<file path="config.mk">
export PLATFORM = sky130hd
export DESIGN_NAME = mc_control_unit_flat
export DESIGN_NICKNAME = d
export VERILOG_FILES = /design/src/rtl/rv_ctrl_pkg.sv /design/src/rtl/mc_control_unit_if.sv /design/src/rtl/rv_instr_decode.sv /design/src/rtl/mc_control_unit.sv /design/src/flat_wrapper.sv
export SDC_FILE = /design/constraint.sdc
export NUM_CORES = 1
export LEC_CHECK = 0
export CAP_MARGIN = 20
export CORE_MARGIN = 2
export CORE_UTILIZATION = 40
export CTS_CLUSTER_DIAMETER = 150
export DETAILED_ROUTE_END_ITERATION = 8
export GPL_TIMING_DRIVEN = 1
export HOLD_SLACK_MARGIN = 0.03
export PLACE_DENSITY_LB_ADDON = 0.08
export SLEW_MARGIN = 40
export SYNTH_ARGS = -nofsm -noshare
export SYNTH_HDL_FRONTEND = slang
export SYNTH_SLANG_ARGS = --single-unit
export TNS_END_PERCENT = 5
</file>
<file path="constraint.sdc">
create_clock -name clk -period 2.4 [get_ports clk]
set_input_delay 0.48 -clock clk [delete_from_list [all_inputs] [get_ports clk]]
set_output_delay 0.48 -clock clk [all_outputs]
set_load 0.02 [all_outputs]
</file>
<file path="src/rtl/rv_ctrl_pkg.sv">
// Shared encodings for the multi-cycle RV32I control unit: opcodes, control-field
// enums, FSM state constants and trap causes.
package rv_ctrl_pkg;

  localparam logic [6:0] OP_LOAD   = 7'b0000011;
  localparam logic [6:0] OP_IMM    = 7'b0010011;
  localparam logic [6:0] OP_AUIPC  = 7'b0010111;
  localparam logic [6:0] OP_STORE  = 7'b0100011;
  localparam logic [6:0] OP_REG    = 7'b0110011;
  localparam logic [6:0] OP_LUI    = 7'b0110111;
  localparam logic [6:0] OP_BRANCH = 7'b1100011;
  localparam logic [6:0] OP_JALR   = 7'b1100111;
  localparam logic [6:0] OP_JAL    = 7'b1101111;

  typedef enum logic [3:0] {
    ALU_ADD  = 4'b0000,
    ALU_SUB  = 4'b0001,
    ALU_XOR  = 4'b0010,
    ALU_OR   = 4'b0011,
    ALU_AND  = 4'b0100,
    ALU_SLL  = 4'b0101,
    ALU_SRL  = 4'b0110,
    ALU_SRA  = 4'b0111,
    ALU_SLT  = 4'b1000,
    ALU_SLTU = 4'b1001
  } alu_op_e;

  typedef enum logic [2:0] {
    IMM_I   = 3'b000,
    IMM_ISH = 3'b001,
    IMM_S   = 3'b010,
    IMM_B   = 3'b011,
    IMM_U   = 3'b100,
    IMM_J   = 3'b101
  } imm_src_e;

  typedef enum logic [1:0] {
    RES_ALU = 2'b00,
    RES_MEM = 2'b01,
    RES_PC4 = 2'b10,
    RES_IMM = 2'b11
  } result_src_e;

  typedef enum logic [1:0] {
    PC_SEQ = 2'b00,
    PC_REL = 2'b01,
    PC_ALU = 2'b10
  } pc_src_e;

  localparam logic [2:0] ST_FETCH  = 3'd0;
  localparam logic [2:0] ST_DECODE = 3'd1;
  localparam logic [2:0] ST_EXEC   = 3'd2;
  localparam logic [2:0] ST_MEM    = 3'd3;
  localparam logic [2:0] ST_WB     = 3'd4;
  localparam logic [2:0] ST_TRAP   = 3'd5;

  typedef enum logic [1:0] {
    TC_NONE    = 2'b00,
    TC_ILLEGAL = 2'b01,
    TC_BUS     = 2'b10
  } trap_cause_e;

  typedef enum logic [3:0] {
    CL_R, CL_I, CL_LOAD, CL_STORE, CL_BRANCH, CL_JAL, CL_JALR, CL_LUI, CL_AUIPC, CL_NONE
  } instr_class_e;

endpackage

</file>
<file path="src/rtl/mc_control_unit_if.sv">
// Control-unit <-> datapath/memory bundle. master = control unit, slave = datapath side.
interface mc_control_unit_if #(
  parameter int ALU_CTRL_W = 4
);
  logic [31:0]           instr;
  logic                  mem_ready;
  logic                  Zero;
  logic                  LT;
  logic                  LTU;
  logic                  MemRead;
  logic                  MemWrite;
  logic                  IRWrite;
  logic                  PCWrite;
  logic [1:0]            PCSrc;
  logic                  ALUSrcA;
  logic                  ALUSrc;
  logic [ALU_CTRL_W-1:0] ALUctrl;
  logic [2:0]            ImmSrc;
  logic [1:0]            ResultSrc;
  logic                  RegWrite;
  logic [1:0]            length;
  logic                  load_unsigned;
  logic                  trap;
  logic [1:0]            trap_cause;

  modport master (
    input  instr, mem_ready, Zero, LT, LTU,
    output MemRead, MemWrite, IRWrite, PCWrite, PCSrc, ALUSrcA, ALUSrc, ALUctrl,
           ImmSrc, ResultSrc, RegWrite, length, load_unsigned, trap, trap_cause
  );

  modport slave (
    output instr, mem_ready, Zero, LT, LTU,
    input  MemRead, MemWrite, IRWrite, PCWrite, PCSrc, ALUSrcA, ALUSrc, ALUctrl,
           ImmSrc, ResultSrc, RegWrite, length, load_unsigned, trap, trap_cause
  );
endinterface

</file>
<file path="src/rtl/rv_instr_decode.sv">
// Purely combinational RV32I field decode; the FSM decides in which state each field is driven.
module rv_instr_decode
  import rv_ctrl_pkg::*;
(
  input  logic [31:0]  instr,
  output alu_op_e      alu_op,
  output imm_src_e     imm_src,
  output logic         alu_src,
  output logic         alu_src_a,
  output result_src_e  result_src,
  output logic [1:0]   length,
  output logic         load_unsigned,
  output instr_class_e cls,
  output logic         illegal
);
  logic [6:0] opcode;
  logic [2:0] funct3;
  logic [6:0] funct7;
  logic       unused_fields;

  assign opcode        = instr[6:0];
  assign funct3        = instr[14:12];
  assign funct7        = instr[31:25];
  assign unused_fields = ^{instr[24:15], instr[11:7]};

  function automatic alu_op_e alu_from_f3(input logic [2:0] f3, input logic alt);
    case (f3)
      3'b000:  return alt ? ALU_SUB : ALU_ADD;
      3'b001:  return ALU_SLL;
      3'b010:  return ALU_SLT;
      3'b011:  return ALU_SLTU;
      3'b100:  return ALU_XOR;
      3'b101:  return alt ? ALU_SRA : ALU_SRL;
      3'b110:  return ALU_OR;
      default: return ALU_AND;
    endcase
  endfunction

  always_comb begin
    alu_op        = ALU_ADD;
    imm_src       = IMM_I;
    alu_src       = 1'b0;
    alu_src_a     = 1'b0;
    result_src    = RES_ALU;
    length        = 2'b00;
    load_unsigned = 1'b0;
    cls           = CL_NONE;
    illegal       = 1'b1;
    case (opcode)
      OP_REG: begin
        cls     = CL_R;
        alu_op  = alu_from_f3(funct3, funct7[5]);
        // funct7=0x20 only exists for SUB and SRA
        illegal = !((funct7 == 7'h00) ||
                    (funct7 == 7'h20 && (funct3 == 3'b000 || funct3 == 3'b101)));
      end
      OP_IMM: begin
        cls     = CL_I;
        alu_src = 1'b1;
        alu_op  = alu_from_f3(funct3, funct3 == 3'b101 && funct7[5]);
        illegal = 1'b0;
        if (funct3 == 3'b001) begin
          imm_src = IMM_ISH;
          illegal = (funct7 != 7'h00);
        end else if (funct3 == 3'b101) begin
          imm_src = IMM_ISH;
          illegal = !(funct7 == 7'h00 || funct7 == 7'h20);
        end
      end
      OP_LOAD: begin
        cls           = CL_LOAD;
        alu_src       = 1'b1;
        result_src    = RES_MEM;
        length        = funct3[1:0];
        load_unsigned = funct3[2];
        illegal       = (funct3 == 3'b011) || (funct3 == 3'b110) || (funct3 == 3'b111);
      end
      OP_STORE: begin
        cls     = CL_STORE;
        alu_src = 1'b1;
        imm_src = IMM_S;
        length  = funct3[1:0];
        illegal = (funct3 > 3'b010);
      end
      OP_BRANCH: begin
        cls     = CL_BRANCH;
        alu_op  = ALU_SUB;
        imm_src = IMM_B;
        illegal = (funct3 == 3'b010) || (funct3 == 3'b011);
      end
      OP_JAL: begin
        cls        = CL_JAL;
        imm_src    = IMM_J;
        result_src = RES_PC4;
        illegal    = 1'b0;
      end
      OP_JALR: begin
        cls        = CL_JALR;
        alu_src    = 1'b1;
        result_src = RES_PC4;
        illegal    = (funct3 != 3'b000);
      end
      OP_LUI: begin
        cls        = CL_LUI;
        imm_src    = IMM_U;
        result_src = RES_IMM;
        illegal    = 1'b0;
      end
      OP_AUIPC: begin
        cls       = CL_AUIPC;
        imm_src   = IMM_U;
        alu_src   = 1'b1;
        alu_src_a = 1'b1;
        illegal   = 1'b0;
      end
      default: ;
    endcase
  end
endmodule

</file>
<file path="src/rtl/mc_control_unit.sv">
// Multi-cycle RV32I control FSM: FETCH/DECODE/EXEC/MEM/WB with ready-handshaked memory,
// branch resolution from ALU flags, and sticky traps on illegal encodings or bus timeout.
module mc_control_unit
  import rv_ctrl_pkg::*;
#(
  parameter int MEM_WAIT_MAX = 16,
  parameter int ALU_CTRL_W   = 4
) (
  input  logic              clk,
  input  logic              rst,
  mc_control_unit_if.master bus
);
  localparam int CNT_W = $clog2(MEM_WAIT_MAX + 1);

  logic [2:0]       state_q, state_nx;
  logic [CNT_W-1:0] wait_q, wait_nx;
  trap_cause_e      cause_q, cause_nx;

  alu_op_e      alu_op;
  imm_src_e     imm_src;
  logic         alu_src, alu_src_a;
  result_src_e  result_src;
  logic [1:0]   length;
  logic         load_unsigned;
  instr_class_e cls;
  logic         illegal;

  logic timeout, taken, rd_nz, is_load, is_store;

  rv_instr_decode u_dec (
    .instr         (bus.instr),
    .alu_op        (alu_op),
    .imm_src       (imm_src),
    .alu_src       (alu_src),
    .alu_src_a     (alu_src_a),
    .result_src    (result_src),
    .length        (length),
    .load_unsigned (load_unsigned),
    .cls           (cls),
    .illegal       (illegal)
  );

  function automatic logic branch_taken(input logic [2:0] f3, input logic z,
                                        input logic lt, input logic ltu);
    case (f3)
      3'b000:  return z;
      3'b001:  return !z;
      3'b100:  return lt;
      3'b101:  return !lt;
      3'b110:  return ltu;
      3'b111:  return !ltu;
      default: return 1'b0;
    endcase
  endfunction

  assign timeout  = (wait_q == CNT_W'(MEM_WAIT_MAX - 1));
  assign taken    = branch_taken(bus.instr[14:12], bus.Zero, bus.LT, bus.LTU);
  assign rd_nz    = |bus.instr[11:7];
  assign is_load  = (cls == CL_LOAD);
  assign is_store = (cls == CL_STORE);

  always_ff @(posedge clk) begin
    if (rst) begin
      state_q <= ST_FETCH;
      wait_q  <= '0;
      cause_q <= TC_NONE;
    end else begin
      state_q <= state_nx;
      wait_q  <= wait_nx;
      cause_q <= cause_nx;
    end
  end

  // Wait counter only survives while a FETCH/MEM request stays unanswered.
  always_comb begin
    state_nx = state_q;
    wait_nx  = '0;
    cause_nx = cause_q;
    unique case (state_q)
      ST_FETCH, ST_MEM: begin
        if (bus.mem_ready) begin
          if (state_q == ST_FETCH) state_nx = ST_DECODE;
          else                     state_nx = is_load ? ST_WB : ST_FETCH;
        end else if (timeout) begin
          state_nx = ST_TRAP;
          cause_nx = TC_BUS;
        end else begin
          wait_nx = wait_q + CNT_W'(1);
        end
      end
      ST_DECODE: begin
        if (illegal) begin
          state_nx = ST_TRAP;
          cause_nx = TC_ILLEGAL;
        end else begin
          state_nx = ST_EXEC;
        end
      end
      ST_EXEC: begin
        if (is_load || is_store)     state_nx = ST_MEM;
        else if (cls == CL_BRANCH)   state_nx = ST_FETCH;
        else                         state_nx = ST_WB;
      end
      ST_WB:   state_nx = ST_FETCH;
      ST_TRAP: state_nx = ST_TRAP;
      default: state_nx = ST_FETCH;
    endcase
  end

  // ALU/immediate controls stay valid EXEC..WB so a datapath without ALUOut still works.
  always_comb begin
    bus.MemRead       = 1'b0;
    bus.MemWrite      = 1'b0;
    bus.IRWrite       = 1'b0;
    bus.PCWrite       = 1'b0;
    bus.PCSrc         = PC_SEQ;
    bus.ALUSrcA       = 1'b0;
    bus.ALUSrc        = 1'b0;
    bus.ALUctrl       = '0;
    bus.ImmSrc        = IMM_I;
    bus.ResultSrc     = RES_ALU;
    bus.RegWrite      = 1'b0;
    bus.length        = 2'b00;
    bus.load_unsigned = 1'b0;
    bus.trap          = 1'b0;
    bus.trap_cause    = TC_NONE;
    if (!rst) begin
      if (state_q == ST_EXEC || state_q == ST_MEM || state_q == ST_WB) begin
        bus.ALUctrl = ALU_CTRL_W'(alu_op);
        bus.ImmSrc  = imm_src;
        bus.ALUSrc  = alu_src;
        bus.ALUSrcA = alu_src_a;
      end
      if (state_q == ST_MEM || state_q == ST_WB) begin
        bus.length        = length;
        bus.load_unsigned = load_unsigned;
      end
      unique case (state_q)
        ST_FETCH: begin
          bus.MemRead = 1'b1;
          bus.IRWrite = bus.mem_ready;
          bus.PCWrite = bus.mem_ready;
        end
        ST_EXEC: begin
          case (cls)
            CL_BRANCH: begin
              bus.PCWrite = taken;
              bus.PCSrc   = PC_REL;
            end
            CL_JAL: begin
              bus.PCWrite = 1'b1;
              bus.PCSrc   = PC_REL;
            end
            CL_JALR: begin
              bus.PCWrite = 1'b1;
              bus.PCSrc   = PC_ALU;
            end
            default: ;
          endcase
        end
        ST_MEM: begin
          bus.MemRead  = is_load;
          bus.MemWrite = is_store;
        end
        ST_WB: begin
          bus.RegWrite  = rd_nz;
          bus.ResultSrc = result_src;
        end
        ST_TRAP: begin
          bus.trap       = 1'b1;
          bus.trap_cause = cause_q;
        end
        default: ;
      endcase
    end
  end
endmodule
</file>
<file path="src/flat_wrapper.sv">
// flat-port wrapper written by rule: the top's interface ports become plain ports
module mc_control_unit_flat import rv_ctrl_pkg::*;
#(
  parameter int MEM_WAIT_MAX = 16,
  parameter int ALU_CTRL_W   = 4
)
  (clk, rst, bus_instr, bus_mem_ready, bus_Zero, bus_LT, bus_LTU, bus_MemRead, bus_MemWrite, bus_IRWrite, bus_PCWrite, bus_PCSrc, bus_ALUSrcA, bus_ALUSrc, bus_ALUctrl, bus_ImmSrc, bus_ResultSrc, bus_RegWrite, bus_length, bus_load_unsigned, bus_trap, bus_trap_cause);
  mc_control_unit_if #(.ALU_CTRL_W(ALU_CTRL_W)) bus_i ();
  input  logic clk;
  input  logic rst;
  input wire logic [$bits(bus_i.instr)-1:0] bus_instr;
  input wire logic [$bits(bus_i.mem_ready)-1:0] bus_mem_ready;
  input wire logic [$bits(bus_i.Zero)-1:0] bus_Zero;
  input wire logic [$bits(bus_i.LT)-1:0] bus_LT;
  input wire logic [$bits(bus_i.LTU)-1:0] bus_LTU;
  output wire logic [$bits(bus_i.MemRead)-1:0] bus_MemRead;
  output wire logic [$bits(bus_i.MemWrite)-1:0] bus_MemWrite;
  output wire logic [$bits(bus_i.IRWrite)-1:0] bus_IRWrite;
  output wire logic [$bits(bus_i.PCWrite)-1:0] bus_PCWrite;
  output wire logic [$bits(bus_i.PCSrc)-1:0] bus_PCSrc;
  output wire logic [$bits(bus_i.ALUSrcA)-1:0] bus_ALUSrcA;
  output wire logic [$bits(bus_i.ALUSrc)-1:0] bus_ALUSrc;
  output wire logic [$bits(bus_i.ALUctrl)-1:0] bus_ALUctrl;
  output wire logic [$bits(bus_i.ImmSrc)-1:0] bus_ImmSrc;
  output wire logic [$bits(bus_i.ResultSrc)-1:0] bus_ResultSrc;
  output wire logic [$bits(bus_i.RegWrite)-1:0] bus_RegWrite;
  output wire logic [$bits(bus_i.length)-1:0] bus_length;
  output wire logic [$bits(bus_i.load_unsigned)-1:0] bus_load_unsigned;
  output wire logic [$bits(bus_i.trap)-1:0] bus_trap;
  output wire logic [$bits(bus_i.trap_cause)-1:0] bus_trap_cause;
  assign bus_i.instr = bus_instr;
  assign bus_i.mem_ready = bus_mem_ready;
  assign bus_i.Zero = bus_Zero;
  assign bus_i.LT = bus_LT;
  assign bus_i.LTU = bus_LTU;
  assign bus_MemRead = bus_i.MemRead;
  assign bus_MemWrite = bus_i.MemWrite;
  assign bus_IRWrite = bus_i.IRWrite;
  assign bus_PCWrite = bus_i.PCWrite;
  assign bus_PCSrc = bus_i.PCSrc;
  assign bus_ALUSrcA = bus_i.ALUSrcA;
  assign bus_ALUSrc = bus_i.ALUSrc;
  assign bus_ALUctrl = bus_i.ALUctrl;
  assign bus_ImmSrc = bus_i.ImmSrc;
  assign bus_ResultSrc = bus_i.ResultSrc;
  assign bus_RegWrite = bus_i.RegWrite;
  assign bus_length = bus_i.length;
  assign bus_load_unsigned = bus_i.load_unsigned;
  assign bus_trap = bus_i.trap;
  assign bus_trap_cause = bus_i.trap_cause;
  mc_control_unit #(.MEM_WAIT_MAX(MEM_WAIT_MAX), .ALU_CTRL_W(ALU_CTRL_W)) u_core (.clk(clk), .rst(rst), .bus(bus_i));
endmodule
</file>
==> metrics.md <==
| Metric | Value |
|---|---|
| CP max FO | 3 |
| Max Clk Rate | 422 MHz |
| Final WL | 5.14 mm |
| Clock sinks | 10 |
| Commonest non-fill, non-tap cell in the layout | buf_4 |
| Vias after detailed routing | 1,840 |
| Die width | approximately 62 microns |
| Power Dens Cells | about 290 nW/um^2 |
| Worst-Skew Late Latency | 0.28 ns |
| Status | finished clean |
| CTS tree | done |
| Vias per std cell | 5.46 |
| Vias in the first global route | 1,697 |
| Initial drt markers | between 90 and 100 |
| Lkg Pwr | approximately 0.0011 uW |
| Most frequent cells in the layout | buf_4 (56), nor2_1 (23), clkdlybuf4s50_1 (16) |
| Port Buf Inserts | 51 |
| Die Ht | 61.9 microns |
| Slew Limit Fails | 0 |
| H-tree lvl count | 1 |
| Part of the power in registers | 25.8% |
| Overall power | 704 uW |
| Sw Ratio | between 30% and 40% |
| First-pass GRT wire length | 7.49 mm |
| RSZ-0062 raised after global routing | yes |
| Clock network power share | between 20% and 30% |
| DR DRC count | 0 |
| Tcrit/Tclk final | ~99% |
| Mapped Nets | 232 |
| Final number of setup-violating endpoints | 0 |
| Worst-margin pin slew | about 0.36 ns |
| Core ar. | 3280 sq um |
| Area of the multi-input gates | roughly 1200 sq um |
| # IOs | 62 |
| Reg area | 200 sq um |
| Combinational Power Share | 51.7% |
| Mapped Area | 1340 sq um |
| Internal Power | 458 uW |
| Initial core utilization | approximately two fifths |
| DR pass1 iterations | 5 |
| Seq/Total Area, Yosys | 14.9% |
| Gate count after technology mapping | 192 |
| Floorplan row count | 21 |
| Critical path capture point type | output pin |
| Root buf cell | clkbuf_4 |
| Initial antenna violation count | 0 |
| Final Hold Fails | 0 |
| HP Class | flip-flop to flip-flop |
| CP Launch Type | primary input |
| Count of different cell masters after synthesis | 57 |
| Die area | 3840 sq um |
| Post-route ant nets | 0 |
| Final RePlAce weighted congestion | 0.932 |
| Final min period | between 2 and 2.5 ns |
| Number of diodes | 0 |
| Final Skew | 0.00858 ns |
| Area growth syn-to-layout | 80.6% |
| Hold Worst Slack | 0.462 ns |
| Max_slew headroom | between 70% and 80% |
| Routed len/inst | about 15 microns |
| Total CTS buffers | 3 |
| Grt ovf | 0 |
| Clk buf depth | 2 |
| Gr usage total | a little over a quarter |
| Max-capacitance violation count | 0 |
| Maximum vdd drop | 0.000209 V |
| Post-DP HPWL | 4.03 mm |
| WP data arrival | between 1.5 and 2 ns |
| Avg Inst Size Synth | ~7.0 sq um |
| Synth Register Bits | 10 |
| Worst EP required | 1.92 ns |
| Post-CTS Hold Fix Bufs | 0 |
| Largest net degree at the start of global routing | 19 |
| Share of layout cells above drive strength 1 | 43.3% |
| Yosys warns | 0 |
| Crit Path Class | primary input to output pin |
| Post-layout nets | around 330 |
| Clk pin slew, worst setup/hold paths | 0.06 ns |
| # fillers | between 200 and 300 |
| Switching power | ~250 uW |
-- sequential cells by signal (all words and copies together) (netlist names) --
signal          count
u_core.cause_q      2
u_core.wait_q       5
u_core.state_q      3
-- Yosys cell counts (all sizes together) --
cell type | instances | area share (%)
nor3 | 9 | 3.7
a211oi | 1 | 0.56
and3b | 1 | 0.65
o21ai | 9 | 3.4
o221ai | 1 | 0.65
o21ba | 1 | 0.75
nand4 | 1 | 0.47
nand2b | 11 | 5.1
and3 | 8 | 3.7
nand2 | 14 | 3.9
o21a | 2 | 1.1
nand3 | 8 | 3.4
dfxtp | 10 | 15
a21oi | 8 | 3.0
nand3b | 4 | 2.2
o32ai | 1 | 0.65
o311a | 1 | 0.75
or4b | 1 | 1.0
nor4b | 2 | 1.3
buf | 10 | 4.5
or3 | 4 | 2.2
inv | 3 | 0.84
a31oi | 5 | 2.3
nor2 | 27 | 7.7
nor4 | 5 | 3.4
a22o | 1 | 0.65
a2111oi | 3 | 3.4
mux2i | 1 | 0.75
o41ai | 2 | 1.9
a21o | 2 | 1.1
xnor2 | 2 | 1.3
nor3b | 1 | 0.56
or2 | 1 | 0.47
o21bai | 3 | 1.7
nor2b | 5 | 3.4
a2111o | 1 | 0.84
and2 | 6 | 2.8
o22ai | 2 | 0.93
xor2 | 3 | 2.0
clkbuf | 6 | 1.7
or3b | 2 | 1.3
ha | 2 | 1.9
a22oi | 2 | 1.1
-- repair_timing --
item	CTS	global route
endpoints found under the setup margin	24	26
gates cloned	0	2
buffers inserted	0	2
pin swaps	4	7
resized for setup	115	34
-- per-stage QoR --
step           utilization, %  setup TNS (ns)  instance area [sq um]  setup slack [ns]  cells
2_1_floorplan               -          -0.263                   1350            -0.134    192
3_3_place_gp             68.5          -14.07                   2250            -0.900    329
3_5_place_dp             68.5          -14.74                   2250            -0.885    329
4_1_cts                  69.8           -1.06                   2290            -0.247    333
5_1_grt                  73.8         -0.0302                   2420           -0.0302    337
6_report                 73.8               0                   2420            0.0294    337
-- path summary, 6_finish.rpt --
path / startpoint / to / slack [ns] / depth (start not counted)
worst max-delay path: bus_instr[5] / bus_PCWrite / 0.03 / 7
worst min-delay path: u_core.wait_q[0] / u_core.wait_q[0] / 0.46 / 1
worst max register to register: u_core.state_q[1] / u_core.state_q[1] / 0.54 / 6
worst min register to register: u_core.wait_q[0] / u_core.wait_q[0] / 0.46 / 1
-- cell type report --
class	instances	area share, %
repair buffers	111	37.7
clock buffers	4	1.50
multi-input cells	163	49.7
well taps	46	2.37
inverters	3	0.464
flip-flops and latches	10	8.26
-- cells by family (layout without fill, tap and decap cells) --
family	after synthesis	after routing	share of synthesized area, %
simple gates	110	110	47.5
compound gates	45	45	24.7
buf+inv	19	118	6.99
flops	10	10	14.9
xor+xnor	5	5	3.26
fa+ha+maj	2	2	1.86
mux	1	1	0.746
-- critical path, cell delays in order --
cell and delay [ns]:
dlymetal6s2s_1 0.16, or3b_1 0.38, a31oi_1 0.21, o21ai_1 0.14, nor4_2 0.25, o21bai_1 0.11, buf_4 0.16
-- power by group through the flow --
stage                     sequential [uW]  clock [uW]  combinational (uW)
after floorplan                       183           0                 165
after global placement                184           0                 320
after detailed placement              185           0                 326
after CTS                             181         160                 337
after global routing                  183         165                 386
final                                 182         158                 364
-- metal layers --
metal	wire, microns	track usage, %
met2	2660	50.2
met3	347	3.31
met1	2020	30.8
met5	0	0
met4	106	4.26
Note: power is estimated with default switching activity, not from simulation.
